--- config.mk ---
export PLATFORM = sky130hd
export DESIGN_NAME = rapcla_pipe_adder
export DESIGN_NICKNAME = d
export VERILOG_FILES = /design/src/rtl/rapcla_pipe_adder_pkg.sv /design/src/rtl/rapcla_pipe_adder_gc.sv /design/src/rtl/rapcla_pipe_adder.sv
export SDC_FILE = /design/constraint.sdc
export NUM_CORES = 1
export LEC_CHECK = 0
export CORE_ASPECT_RATIO = 2
export CORE_MARGIN = 5
export CORE_UTILIZATION = 45
export DETAILED_ROUTE_END_ITERATION = 16
export HOLD_SLACK_MARGIN = 0.02
export MAX_ROUTING_LAYER = met4
export PLACE_DENSITY = 0.7
export REMOVE_ABC_BUFFERS = 1
export SETUP_SLACK_MARGIN = 0.15
export SLEW_MARGIN = 10
export SYNTH_ARGS = -nofsm -noshare
export SYNTH_HDL_FRONTEND = slang
export SYNTH_HIERARCHICAL = 1
export SYNTH_SLANG_ARGS = --single-unit
--- constraint.sdc ---
create_clock -name clk -period 5.9 [get_ports clk]
set_clock_uncertainty 0.15 [all_clocks]
set_input_delay 1.18 -clock clk [delete_from_list [all_inputs] [get_ports clk]]
set_output_delay 1.18 -clock clk [all_outputs]
set_load 0.02 [all_outputs]
--- src/rtl/rapcla_pipe_adder_pkg.sv ---
// Shared constants and golden model for the approximate carry-lookahead adder.
// Latency: n/a (package only).
// Backpressure: n/a (package only).
package rapcla_pipe_adder_pkg;

    localparam int WIDTH_DEF = 16;
    localparam int BLK_DEF   = 4;

    // Number of lookahead blocks for a given operand width and block size.
    function automatic int nblk(input int width, input int blk);
        return width / blk;
    endfunction

    // Plain add of one block with an explicit carry-in; result is {carry_out, block_sum}.
    function automatic logic [BLK_DEF:0] blk_add(input logic [WIDTH_DEF-1:0] a,
                                                 input logic [WIDTH_DEF-1:0] b,
                                                 input int                   j,
                                                 input logic                 c);
        return {1'b0, a[j*BLK_DEF +: BLK_DEF]} + {1'b0, b[j*BLK_DEF +: BLK_DEF]}
             + {{BLK_DEF{1'b0}}, c};
    endfunction

    // Approximate sum {cout, sum}: each block sees only the carry generated by its
    // immediate lower neighbour assuming that neighbour had no carry-in, except that
    // block 1 also sees block 0's propagated carry-in.
    function automatic logic [WIDTH_DEF:0] approx_add_ref(input logic [WIDTH_DEF-1:0] a,
                                                          input logic [WIDTH_DEF-1:0] b,
                                                          input logic                 cin);
        logic [WIDTH_DEF-1:0] s;
        logic [BLK_DEF:0]     part;
        logic                 c_in;
        logic                 c_out;
        s     = '0;
        c_out = 1'b0;
        for (int j = 0; j < WIDTH_DEF / BLK_DEF; j++) begin
            if (j == 0) begin
                c_in = cin;
            end else begin
                part = blk_add(a, b, j - 1, (j == 1) ? cin : 1'b0);
                c_in = part[BLK_DEF];
            end
            part                      = blk_add(a, b, j, c_in);
            s[j*BLK_DEF +: BLK_DEF]   = part[BLK_DEF-1:0];
            c_out                     = part[BLK_DEF];
        end
        return {c_out, s};
    endfunction

endpackage

--- src/rtl/rapcla_pipe_adder_gc.sv ---
// Valency-parameterised gray cell: group generate over VALENCY bit-level g/p pairs.
// Latency: combinational.
// Backpressure: none (pure logic).
module rapcla_pipe_adder_gc #(
    parameter int VALENCY = 4
) (
    input  logic [VALENCY-1:0] i_g,
    input  logic [VALENCY-1:0] i_p,
    output logic               o_gg
);

    logic w_acc;

    // Prefix recurrence from LSB upward: G = g[k] | p[k] & G_below.
    always_comb begin
        w_acc = 1'b0;
        for (int k = 0; k < VALENCY; k++) begin
            w_acc = i_g[k] | (i_p[k] & w_acc);
        end
        o_gg = w_acc;
    end

endmodule

--- src/rtl/rapcla_pipe_adder.sv ---
// Three-stage approximate carry-lookahead adder: bit g/p, block carries, sum/cout.
// Latency: 3 cycles input transfer to out_valid; one beat per cycle when unstalled.
// Backpressure: valid/ready per stage; up to 3 beats held, in_ready combinational from out_ready.
module rapcla_pipe_adder
    import rapcla_pipe_adder_pkg::*;
#(
    parameter int WIDTH = WIDTH_DEF,
    parameter int BLK   = BLK_DEF
) (
    input  logic             clk,
    input  logic             rst_n,
    input  logic             in_valid,
    output logic             in_ready,
    input  logic [WIDTH-1:0] a,
    input  logic [WIDTH-1:0] b,
    input  logic             cin,
    output logic             out_valid,
    input  logic             out_ready,
    output logic [WIDTH-1:0] sum,
    output logic             cout
);

    localparam int NBLK = nblk(WIDTH, BLK);

    // Stage 1: bit-level generate/propagate
    logic             r_v1;
    logic [WIDTH-1:0] r_g1;
    logic [WIDTH-1:0] r_p1;
    logic             r_cin1;

    // Stage 2: block carries; only the in-block g bits below each block MSB are needed later
    logic                       r_v2;
    logic [WIDTH-1:0]           r_p2;
    logic [NBLK-1:0][BLK-2:0]   r_g2;
    logic [NBLK-1:0]            r_cblk2;
    logic                       r_gg_last2;
    logic                       r_pp_last2;

    // Stage 3: result
    logic             r_v3;
    logic [WIDTH-1:0] r_sum3;
    logic             r_cout3;

    logic             w_open2;
    logic             w_open3;
    logic [NBLK-1:0]  w_gg;
    logic             w_pp0;
    logic             w_pp_last;
    logic [NBLK-1:0]  w_cblk;
    logic [WIDTH-1:0] w_sum3;
    logic             w_cout3;
    logic             w_c;

    // A stage can take new data when it is empty or its contents move on this cycle.
    assign w_open3   = ~r_v3 | out_ready;
    assign w_open2   = ~r_v2 | (r_v2 & w_open3);
    assign in_ready  = ~r_v1 | w_open2;

    assign out_valid = r_v3;
    assign sum       = r_sum3;
    assign cout      = r_cout3;

    // Group generate per block from the gray cells; group propagate is a plain AND.
    for (genvar j = 0; j < NBLK; j++) begin : g_gc
        rapcla_pipe_adder_gc #(.VALENCY(BLK)) u_gc (
            .i_g  (r_g1[j*BLK +: BLK]),
            .i_p  (r_p1[j*BLK +: BLK]),
            .o_gg (w_gg[j])
        );
    end

    assign w_pp0     = &r_p1[BLK-1:0];
    assign w_pp_last = &r_p1[WIDTH-1 -: BLK];

    // Speculative block carries: block 1 still sees cin through block 0, higher blocks
    // see only their neighbour's own generate.
    always_comb begin
        w_cblk    = '0;
        w_cblk[0] = r_cin1;
        w_cblk[1] = w_gg[0] | (w_pp0 & r_cin1);
        for (int j = 2; j < NBLK; j++) begin
            w_cblk[j] = w_gg[j-1];
        end
    end

    // Exact ripple inside each block, seeded from that block's speculative carry.
    always_comb begin
        w_sum3 = '0;
        w_c    = 1'b0;
        for (int j = 0; j < NBLK; j++) begin
            w_c             = r_cblk2[j];
            w_sum3[j*BLK]   = r_p2[j*BLK] ^ w_c;
            for (int k = 1; k < BLK; k++) begin
                w_c               = r_g2[j][k-1] | (r_p2[j*BLK+k-1] & w_c);
                w_sum3[j*BLK+k]   = r_p2[j*BLK+k] ^ w_c;
            end
        end
        w_cout3 = r_gg_last2 | (r_pp_last2 & r_cblk2[NBLK-1]);
    end

    // Stage 1 register: capture operands as g/p whenever the stage is open.
    always_ff @(posedge clk or negedge rst_n) begin
        if (!rst_n) begin
            r_v1   <= 1'b0;
            r_g1   <= '0;
            r_p1   <= '0;
            r_cin1 <= 1'b0;
        end else if (in_ready) begin
            r_v1   <= in_valid;
            r_g1   <= a & b;
            r_p1   <= a ^ b;
            r_cin1 <= cin;
        end
    end

    // Stage 2 register: block carries plus the bits stage 3 still needs.
    always_ff @(posedge clk or negedge rst_n) begin
        if (!rst_n) begin
            r_v2       <= 1'b0;
            r_p2       <= '0;
            r_g2       <= '0;
            r_cblk2    <= '0;
            r_gg_last2 <= 1'b0;
            r_pp_last2 <= 1'b0;
        end else if (w_open2) begin
            r_v2       <= r_v1;
            r_p2       <= r_p1;
            for (int j = 0; j < NBLK; j++) begin
                r_g2[j] <= r_g1[j*BLK +: BLK-1];
            end
            r_cblk2    <= w_cblk;
            r_gg_last2 <= w_gg[NBLK-1];
            r_pp_last2 <= w_pp_last;
        end
    end

    // Stage 3 register: result holds while the consumer stalls.
    always_ff @(posedge clk or negedge rst_n) begin
        if (!rst_n) begin
            r_v3    <= 1'b0;
            r_sum3  <= '0;
            r_cout3 <= 1'b0;
        end else if (w_open3) begin
            r_v3    <= r_v2;
            r_sum3  <= w_sum3;
            r_cout3 <= w_cout3;
        end
    end

endmodule

* After elaboration in Yosys (flattened, before gate mapping)
Index checks and enable logic that the tools add are counted.
** Cells by class
- Add/subtract/negate cells :: 0
- Multiply operators :: 0
- Div/mod/pow operators :: 0
- $lt $le $gt $ge :: 0
- Eq/ne operators :: 0
- Shifts and indexed selects :: 0
- Multiplexer cells :: 0
- Bitwise gates (word level) :: 77
- Reduce and logical (&&, ||, !) cells :: 2
** Operators with widths (count)
- 1-bit OR :: 29
- 1-bit AND :: 27
- 16-bit AND :: 1
- 1-bit bitwise XOR :: 16
- 16-bit bitwise XOR :: 1
- 4-bit AND reduction :: 2
- 1-bit NOT :: 3
** Word-level totals
- Register bits :: 87
- Latch bits :: 0
- RAM bits :: 0
- ROM bits :: 0
- Bits of input ports :: 37
- Output and inout bits :: 19
- Logic and storage cells :: 95
- Memories kept :: 0

* Longest topological paths before layout
Gate-level depths: netlist (run 1).
- Depth in word-level cells :: 7
- Depth in mapped cells :: 8
- Depth with buffers taken out :: 8

* Hierarchy
Netlist (run 1), hierarchy kept.
** By module, submodules not included
- rapcla_pipe_adder :: times used 1, cells each 269, area each 3824.9 um^2, seq. area each 2177.1 um^2
- rapcla_pipe_adder_gc :: times used 4, cells each 4, area each 18.8 um^2, seq. area each 0.0 um^2

* Worst setup path before layout (run 1)
Ideal clock, no wire load.
- Path kind :: input to output
- Start point :: input port out_ready
- End point :: output port in_ready
- Arrival :: 1.733 ns
- Required time :: 4.570 ns
- Path slack :: 2.837 ns
- Stages on the path :: 4
- Buffers on the path :: 2
- Cell sequence :: nor2b_1 -> buf_4 -> nand3_4 -> buf_6
** On the way
- Word-level cells in the longest chain between the ends :: 4
** RTL lines
- start: declaration :: line rapcla_pipe_adder.sv:18 : input logic out_ready,
- 1-bit OR :: line rapcla_pipe_adder.sv:55 : assign w_open3 = ~r_v3 | out_ready;
- 1-bit AND :: line rapcla_pipe_adder.sv:56 : assign w_open2 = ~r_v2 | (r_v2 & w_open3);
- 1-bit OR :: line rapcla_pipe_adder.sv:56
- 1-bit OR :: line rapcla_pipe_adder.sv:57 : assign in_ready = ~r_v1 | w_open2;
- end: declaration :: line rapcla_pipe_adder.sv:13 : output logic in_ready,
No other way between the ends.

* Final worst setup path (run 1)
Same ends and word-level chain as after synthesis.

==> results of run 1 <==
logic make-up (layout without fill, tap and decap cells):
logic type | after synthesis | in the layout | synth area share, %
AND/OR/NAND/NOR | 69 | 69 | 8.149
AO/OA/AOI/OAI | 21 | 21 | 2.791
multiplexers | 65 | 65 | 21.46
adder cells (fa/ha/maj) | 28 | 28 | 8.983
flip-flops | 87 | 87 | 55.82
buffers and inverters | 11 | 74 | 1.893
XOR/XNOR | 4 | 4 | 0.8982
final cells by class:
cell class,instances,area share (%)
Clock buffer,16,5.666
Inverter,1,0.07833
Multi-Input combinational cell,187,34.46
Sequential cell,87,45.43
Tap cell,100,2.611
Timing Repair Buffer,57,11.75
power by group:
| group | total [mW] | switching, mW | internal [mW] | leakage, nW |
|---|---|---|---|---|
| combinational | 0.434 | 0.197 | 0.237 | 1.11 |
| clock | 0.516 | 0.206 | 0.309 | 0.131 |
| sequential | 0.790 | 0.0759 | 0.714 | 1.06 |
| total | 1.74 | 0.480 | 1.26 | 2.29 |
cell usage after synthesis:
library cell	count	area [um2]
dfrtp_1	87	2177
nand2_1	47	176.4
mux2_2	37	416.7
ha_1	28	350.3
mux2_4	28	420.4
a21oi_1	10	50.05
or2_2	8	50.05
o21ai_0	6	30.03
nor2_1	4	15.01
o21ai_1	4	20.02
xor2_1	4	35.03
buf_6	3	33.78
clkbuf_1	3	11.26
nand2b_1	3	18.77
buf_2	2	10.01
buf_4	2	15.01
nand3_1	2	10.01
a2bb2oi_1	1	8.760
and3_1	1	6.260
inv_1	1	3.750
nand3_4	1	17.52
nand4_1	1	6.260
nor2_4	1	11.26
nor2b_1	1	6.260
final timing paths:
| path | end | slack (ps) | cells after the start |
|---|---|---|---|
| setup / recovery | in_ready | 2050 | 4 |
| hold / removal | sum[2] | 310 | 2 |
| setup reg to reg | r_gg_last2 | 3630 | 4 |
| hold reg to reg | sum[2] | 310 | 2 |
| max in group asynchronous | sum[7] | 4020 | 1 |
| min in group asynchronous | r_p1[2] | 890 | 1 |
state kept, by name (all words and copies together), names as in the netlist:
signal / cells
r_g1: 16
r_p1: 16
r_p2: 16
sum: 16
r_g2: 12
r_cblk2: 4
cout: 1
out_valid: 1
r_cin1: 1
r_gg_last2: 1
r_pp_last2: 1
r_v1: 1
r_v2: 1
metal layers:
layer	wire length [um]	GRT usage, %	share of wire (%)	vias up
li1	-	-	-	1098
met1	2787	17.93	39	1148
met2	3961	25.00	56	35
met3	233	3.262	3.3	13
met4	142	6.359	2.0	0
met5	0	-	0	-
worst min-delay path, delay by kind of cell, from the launching register on:
kind             cells  cell delay (ps)
flip-flops           1              340
AND/OR/NAND/NOR      2               90
through the flow:
stage | hold slack [ps] | setup WS [ps] | instance area (um2) | cells | util, %
2_1_floorplan | 322.2 | 1833 | 3830 | 275 | -
3_3_place_gp | 303.8 | 2050 | 4521 | 432 | 53.01
3_5_place_dp | 304.7 | 2058 | 4521 | 432 | 53.01
4_1_cts | 317.8 | 2039 | 4792 | 448 | 56.19
5_1_grt | 337.4 | 2011 | 4792 | 448 | 56.19
6_report | 312.3 | 2051 | 4792 | 448 | 56.19
==> out/summary.txt, run 1 <==
Max IR drop VDD = 0.0002179 V
Relative slew slack = 29.01%
Most frequent cells in the layout = dfrtp_1, clkdlybuf4s50_1, nand2_1
Initial DRC Count = 142
Min-delay worst type = flop to flop
WP buf/inv = 2
Vias = 2,294
Vias per inst = 5.121
Worst path top cell family by delay = buffers and inverters
Reg clk slew, reported paths = 60 ps
Min cycle time layout = 3849 ps
Initial Util = 45.73%
Critical Path Most Common Cell = clkdlybuf4s50_1
Crit path max fanout = 2
Core ar. = 8528 um2
I/O pins = 56
Pin count of the biggest net entering global routing = 88
YS warnings = 6
Syn Area/Cell = 13.68 um2
Drt wl/cell = 15.90 um
Post-CTS setup buffers = 0
Gpl congestion = 0.7322
Worst Tran Pin Value = 1065 ps
Worst-skew pair later-pin latency = 330 ps
Area occupied by multi-input gates = 1652 um2
Post_cts resized = 0
Antenna-violating nets left = 0
First-pass GRT wire length = 11,950 um
DR DRC count = 0
CTS tree = yes
Mapped cell area = 3900 um2
RSZ-0062 raised after global routing = no
Initial antenna violation count = 0
Crit path launch = out_ready
Number of nets in the layout = 408
Routed wire length = 7124 um
Final setup TNS = 0 ps
Post-synthesis sequential area ratio = 55.82%
Fraction of layout cells with a size suffix above 1 = 25.86%
Post-synth cell types = 24
Drt first pass iters = 4
Final worst path period share = 65.24%
HPWL after DPL = 4989 um
Sink Count = 87
Crit end category = output port
Power consumption = 1.740 mW
Commonest non-fill, non-tap cell in the layout = dfrtp_1
CP Data Required Time = 4570 ps
Die height = 141.7 um
Status = complete, no violations
MaxCap Viol Count = 0
Vias in the first global route = 2,409
Crit path largest cell delay = 560 ps
Cts bufs inserted = 9
Critical setup path kind = input pin to output port
Slew Limit Fails = 0
GRT Overall Usage = 15.36%
H-tree levels = 3
Die Area = 10,740 um2
CTS hold repair buffers = 0
Site Rows = 48
Crit-path cells = clkdlybuf4s50_1, nor2b_2, nand3_4, clkdlybuf4s50_1
Register bit count reported by yosys = 87
Final Hold Violating Endpoints = 0
Width of the die = 75.83 um
Pwr/cell area = 363.1 nW/um2
Filler cells = 731
Register Area = 2177 um2
Finish-stage setup viols = 0
RR Startpoint = out_valid
GRT overflow = 0
Area Growth Syn to Fin = 22.87%
CTS root buffer = clkbuf_16
Maximum clock path buffer count = 2
Peak Freq = 259.8 MHz
N_diodes = 0
Hold_sp = sum[2]
Leakage = 2.294 nW
CP Launch Type = input pin
CP max stage cell = clkdlybuf4s50_1
IO buf count = 55
Post-Syn Instances = 285
Worst Path Arrival = 2520 ps
Note: power is estimated with default switching activity, not from simulation.
==> inputs of run 2 (changes only) <==
Clock period 5.9 ns to 3.8 ns, I/O delays scaled along.
==> run 2 against run 1 <==
  * Via count fell by 0.44%
  * Critical path depth did not move
  * Non-clock buffer count did not move
  * Routed wire length fell by 1.1%
  * Largest power group unchanged
  * Critical path type unchanged
  * Sequential share of layout area fell by 0.54 points
  * Final area rose by 1.2%
  * First-iteration DRC count fell by 58%
  * Utilization rose by 0.67 points
  * Register-to-register slack got worse by 2000 ps
==> out/summary.txt, run 2 (same netlist as run 1, synthesis figures left out) <==
GRT overflow = 0 (unchanged)
RSZ-0062 raised after global routing = no (unchanged)
Post_cts resized = 0 (unchanged)
Pwr/cell area = 588.2 nW/um2 (was 363.1 nW/um2)
Critical setup path kind = input pin to output port (unchanged)
Crit end category = output port (unchanged)
GRT Overall Usage = 15.40% (was 15.36%)
Die height = 141.7 um (unchanged)
Final instance area = 4850 um2 (was 4792 um2)
First-pass GRT wire length = 12,090 um (was 11,950 um)
Highest layer used for signal routing = met4 (unchanged)
DP Worst Slack = 745.8 ps (was 2058 ps)
Initial DRC Count = 60 (was 142)
DR DRC count = 0 (unchanged)
Peak Freq = 336.5 MHz
Die Area = 10,740 um2 (unchanged)
Crit path max fanout = 2 (unchanged)
Site Rows = 48 (unchanged)
Min-delay worst type = flop to flop (unchanged)
CP Launch Type = input pin (unchanged)
Cts bufs inserted = 9 (unchanged)
Setup ws final = 827.9 ps (was 2051 ps)
Met1 WL = 2743 um (was 2787 um)
Routed length on met3 = 253 um (was 233 um)
Gpl congestion = 0.7590 (was 0.7322)
Maximum clock path buffer count = 2 (unchanged)
Max IR drop VDD = 0.0003149 V (was 0.0002179 V)
I/O pins = 56 (unchanged)
Vias per inst = 5.098 (was 5.121)
Worst Path Arrival = 2060 ps (was 2520 ps)
Vias in the first global route = 2,538 (was 2,409)
Final worst path period share = 78.21%
CTS root buffer = clkbuf_16 (unchanged)
CTS tree = yes (unchanged)
HPWL after DPL = 4961 um (was 4989 um)
MaxCap Viol Count = 0 (unchanged)
Power consumption = 2.853 mW (was 1.740 mW)
Fraction of layout cells with a size suffix above 1 = 27.30% (was 25.86%)
WL met2 = 3894 um (was 3961 um)
Initial antenna violation count = 0 (unchanged)
Fin Hold WS = 318.7 ps (was 312.3 ps)
Vias = 2,284 (was 2,294)
Leakage = 2.324 nW (was 2.294 nW)
Slew Limit Fails = 0 (unchanged)
Most frequent cells in the layout = dfrtp_1, clkdlybuf4s50_1, nand2_1 (unchanged)
DP Area = 4521 um2 (unchanged)
Sink Count = 87 (unchanged)
Width of the die = 75.83 um (unchanged)
Final Hold Violating Endpoints = 0 (unchanged)
Status = complete, no violations (unchanged)
Post-CTS setup buffers = 0 (unchanged)
Drt wl/cell = 15.73 um (was 15.90 um)
Routed wire length = 7048 um (was 7124 um)
IO buf count = 55 (unchanged)
Antenna-violating nets left = 0 (unchanged)
Pin count of the biggest net entering global routing = 88 (unchanged)
Worst-skew pair later-pin latency = 340 ps (was 330 ps)
Finish-stage setup viols = 0 (unchanged)
Initial Util = 45.73% (unchanged)
Min cycle time layout = 2972 ps
Area Growth Syn to Fin = 24.35% (was 22.87%)
Filler cells = 720 (was 731)
Core ar. = 8528 um2 (unchanged)
Drt first pass iters = 4 (unchanged)
CP Data Required Time = 2890 ps (was 4570 ps)
Worst Tran Pin Value = 1062 ps (was 1065 ps)
Number of nets in the layout = 408 (unchanged)
Final setup TNS = 0 ps (unchanged)
Relative slew slack = 29.23% (was 29.01%)
CTS hold repair buffers = 0 (unchanged)
H-tree levels = 3 (unchanged)
Commonest non-fill, non-tap cell in the layout = dfrtp_1 (unchanged)
Reg clk slew, reported paths = 60 ps (about the same)
N_diodes = 0 (unchanged)
==> run 2: worst paths after layout <==
check / to / cells past startpoint / startpoint / slack [ps]
setup / recovery: in_ready / 4 / out_ready / 830
hold / removal: sum[13] / 2 / sum[13] / 320
setup reg to reg: r_g2[7] / 4 / out_valid / 1600
hold reg to reg: sum[13] / 2 / sum[13] / 320
max in group asynchronous: r_g1[11] / 1 / rst_n / 2350
min in group asynchronous: r_p1[1] / 1 / rst_n / 450
==> run 2: area by class of cell <==
type,count,area (um2),area share (%)
flip-flops and latches,87,2177,44.89
multi-input cells,187,1652,34.06
repair buffers,57,563.0,11.61
clock buffers,9,225.2,4.644
well taps,100,125.1,2.580
clock inverters,7,103.9,2.141
inverters,1,3.754,0.07740
==> run 2: power by group <==
part	internal (mW)	leakage [nW]	switching, mW
sequential	1.11	1.06	0.122
clock	0.583	0.161	0.365
combinational	0.369	1.11	0.305
==> run 2: layer usage <==
layer / up-vias / GRT usage, %
met5: - / -
met1: 1138 / 17.46
met2: 37 / 25.50
met3: 11 / 3.688
met4: 0 / 5.991
li1: 1098 / -
==> run 2: metrics by stage <==
step / util (%) / cells
floorplan: - / 275
global placement: 53.01 / 432
detailed placement: 53.01 / 432
CTS: 56.87 / 448
global route: 56.87 / 448
finish: 56.87 / 448
==> run 2: worst max-delay path: stages <==
cell	delay (ps)
clkdlybuf4s50_1	440
nor2b_2	190
nand3_4	110
clkdlybuf4s50_1	560
==> variant: new RTL, config.mk and constraints of run 2 <==
`WIDTH_DEF`: 16 -> 32.
--- a/src/rtl/rapcla_pipe_adder_pkg.sv
+++ b/src/rtl/rapcla_pipe_adder_pkg.sv
@@ -4,5 +4,5 @@
 package rapcla_pipe_adder_pkg;
 
-    localparam int WIDTH_DEF = 16;
+    localparam int WIDTH_DEF = 32;
     localparam int BLK_DEF   = 4;
 
Ports: changed (resized a, b and sum); port bits go from 56 to 104. The function was not compared with the original's and may differ.
==> variant against run 2 <==
  * Global-route usage is 2.1 points higher
  * Area after synthesis increased by 89%
  * Setup slack got worse by 0.046 ns
  * Power is 85% higher
  * Combinational power increased by 94%
  * Sequential cell count is 80 higher
  * Final area grew 89%
  * Routed wire length is 110% higher
  * Largest power group unchanged
  * Highest routed layer unchanged
==> variant: results (changes against run 2) <==
Synth Area in XOR/XNOR: 0.952% (was 0.898%)
Uppermost layer routed: met4 (unchanged)
Metal2 WL: 8.23 mm (was 3.89 mm)
Gr ovfl total: 0 (unchanged)
Clk pwr: 1.61 mW (was 0.948 mW)
Clock latency on the worst-skew pair: 0.42 ns (was 0.34 ns)
Cts bufs inserted: 17 (was 9)
Share of layout cells above drive strength 1: 28.3% (was 27.3%)
Fin nets: 778 (was 408)
GR met1 Demand/Resource: 19.2% (was 17.5%)
Worst-path clk slew: 0.06 ns (about the same)
Arr. time, crit path: 2.11 ns (was 2.06 ns)
Worst path slowest cell: clkdlybuf4s50_1 (unchanged)
Largest net degree at the start of global routing: 67 (was 88)
Placed cells: 838 (was 432)
Post-synthesis mux area share: 21.2% (was 21.5%)
Slew @ Worst Pin: 1.04 ns (was 1.06 ns)
Post-synth top cells: 167 x dfrtp_1, 101 x mux2_2, 91 x nand2_1 (was 87 x dfrtp_1, 47 x nand2_1, 37 x mux2_2)
DR vias: 4,417 (was 2,284)
Htree depth: 4 (was 3)
DRT Pass-1 Iters: 4 (unchanged)
Number of global-route vias before repair: 5,248 (was 2,538)
Met1 Wirelength: 5.76 mm (was 2.74 mm)
Port Buf Inserts: 103 (was 55)
Crit Path Max Fanout: 3 (was 2)
Final non-filler cell total: 869 (was 448)
Adder-Cell Fraction of Synth Area: 9.52% (was 8.98%)
First-pass GRT wire length: 25.4 mm (was 12.1 mm)
Comb. pwr: 1.31 mW (was 0.674 mW)
Global placement routability congestion: 0.786 (was 0.759)
Complex-gate fraction of the synthesized area: 2.57% (was 2.79%)
Met3 Use GR: 3.52% (was 3.69%)
Final Hold Viols: 0 (unchanged)
Power per standard cell area: 577 nW/um2 (was 588 nW/um2)
Yosys warns: 6 (unchanged)
Total Routing Usage GR: 17.5% (was 15.4%)
Hold/Removal Path Class: input pin to async pin (was flip-flop to flip-flop)
Hpwl dp: 10.3 mm (was 4.96 mm)
Placed instance area: 8620 um2 (was 4520 um2)
Register area share after synthesis: 56.8% (was 55.8%)
Peak supply drop: 0.282 mV (was 0.315 mV)
Leak: 4.32 nW (was 2.32 nW)
Sw Share: 29.4% (was 27.8%)
Asr flop ratio synth: 100% (unchanged)
Drt wl/cell: 17.1 um (was 15.7 um)
Synthesized instance count: 544 (was 285)
Status: finished, final reports clean (unchanged)
Top cells by area, synth: dfrtp_1 57%, mux2_2 15%, ha_1 9.5% (was dfrtp_1 56%, mux2_4 11%, mux2_2 11%)
Final setup fails: 0 (unchanged)
Clk root buf: clkbuf_16 (unchanged)
Post-place setup slack: 0.763 ns (was 0.746 ns)
Met2 usage: 30.5% (was 25.5%)
1st-iter DRT viols: 106 (was 60)
CP max stage delay: 0.68 ns (was 0.56 ns)
Met3 routed WL: 443 um (was 253 um)
[variant: path summary, 6_finish.rpt]
kind                             to  slack, ns  cells past startpoint        from
min                          sum[1]       0.18                      1       rst_n
max                        in_ready       0.78                      4   out_ready
max reg2reg                 sum[31]       1.53                      8  r_cblk2[7]
max in group asynchronous   sum[12]       2.34                      2       rst_n
min reg2reg                 sum[18]       0.32                      2     sum[18]
min in group clk            sum[18]       0.32                      2     sum[18]
[variant: layout make-up]
type                       instances  area [um2]
fill                            1403        7020
multi-input combinational        355        3080
clock buffer                      18         429
tap                              204         255
inverter                           1        3.75
timing repair buffer             111        1100
clock inverter                    13         123
sequential                       167        4180
[variant: kinds of logic after synthesis]
logic type	Yosys count
flip-flops	167
multiplexers	129
AND/OR/NAND/NOR	125
adder cells (fa/ha/maj)	56
AO/OA/AOI/OAI	37
buffers and inverters	22
XOR/XNOR	8
[variant: worst max-delay path: cells and delay by family]
kind | cells | cell delay (ns)
simple gates | 2 | 0.15
buf+inv | 2 | 1.20
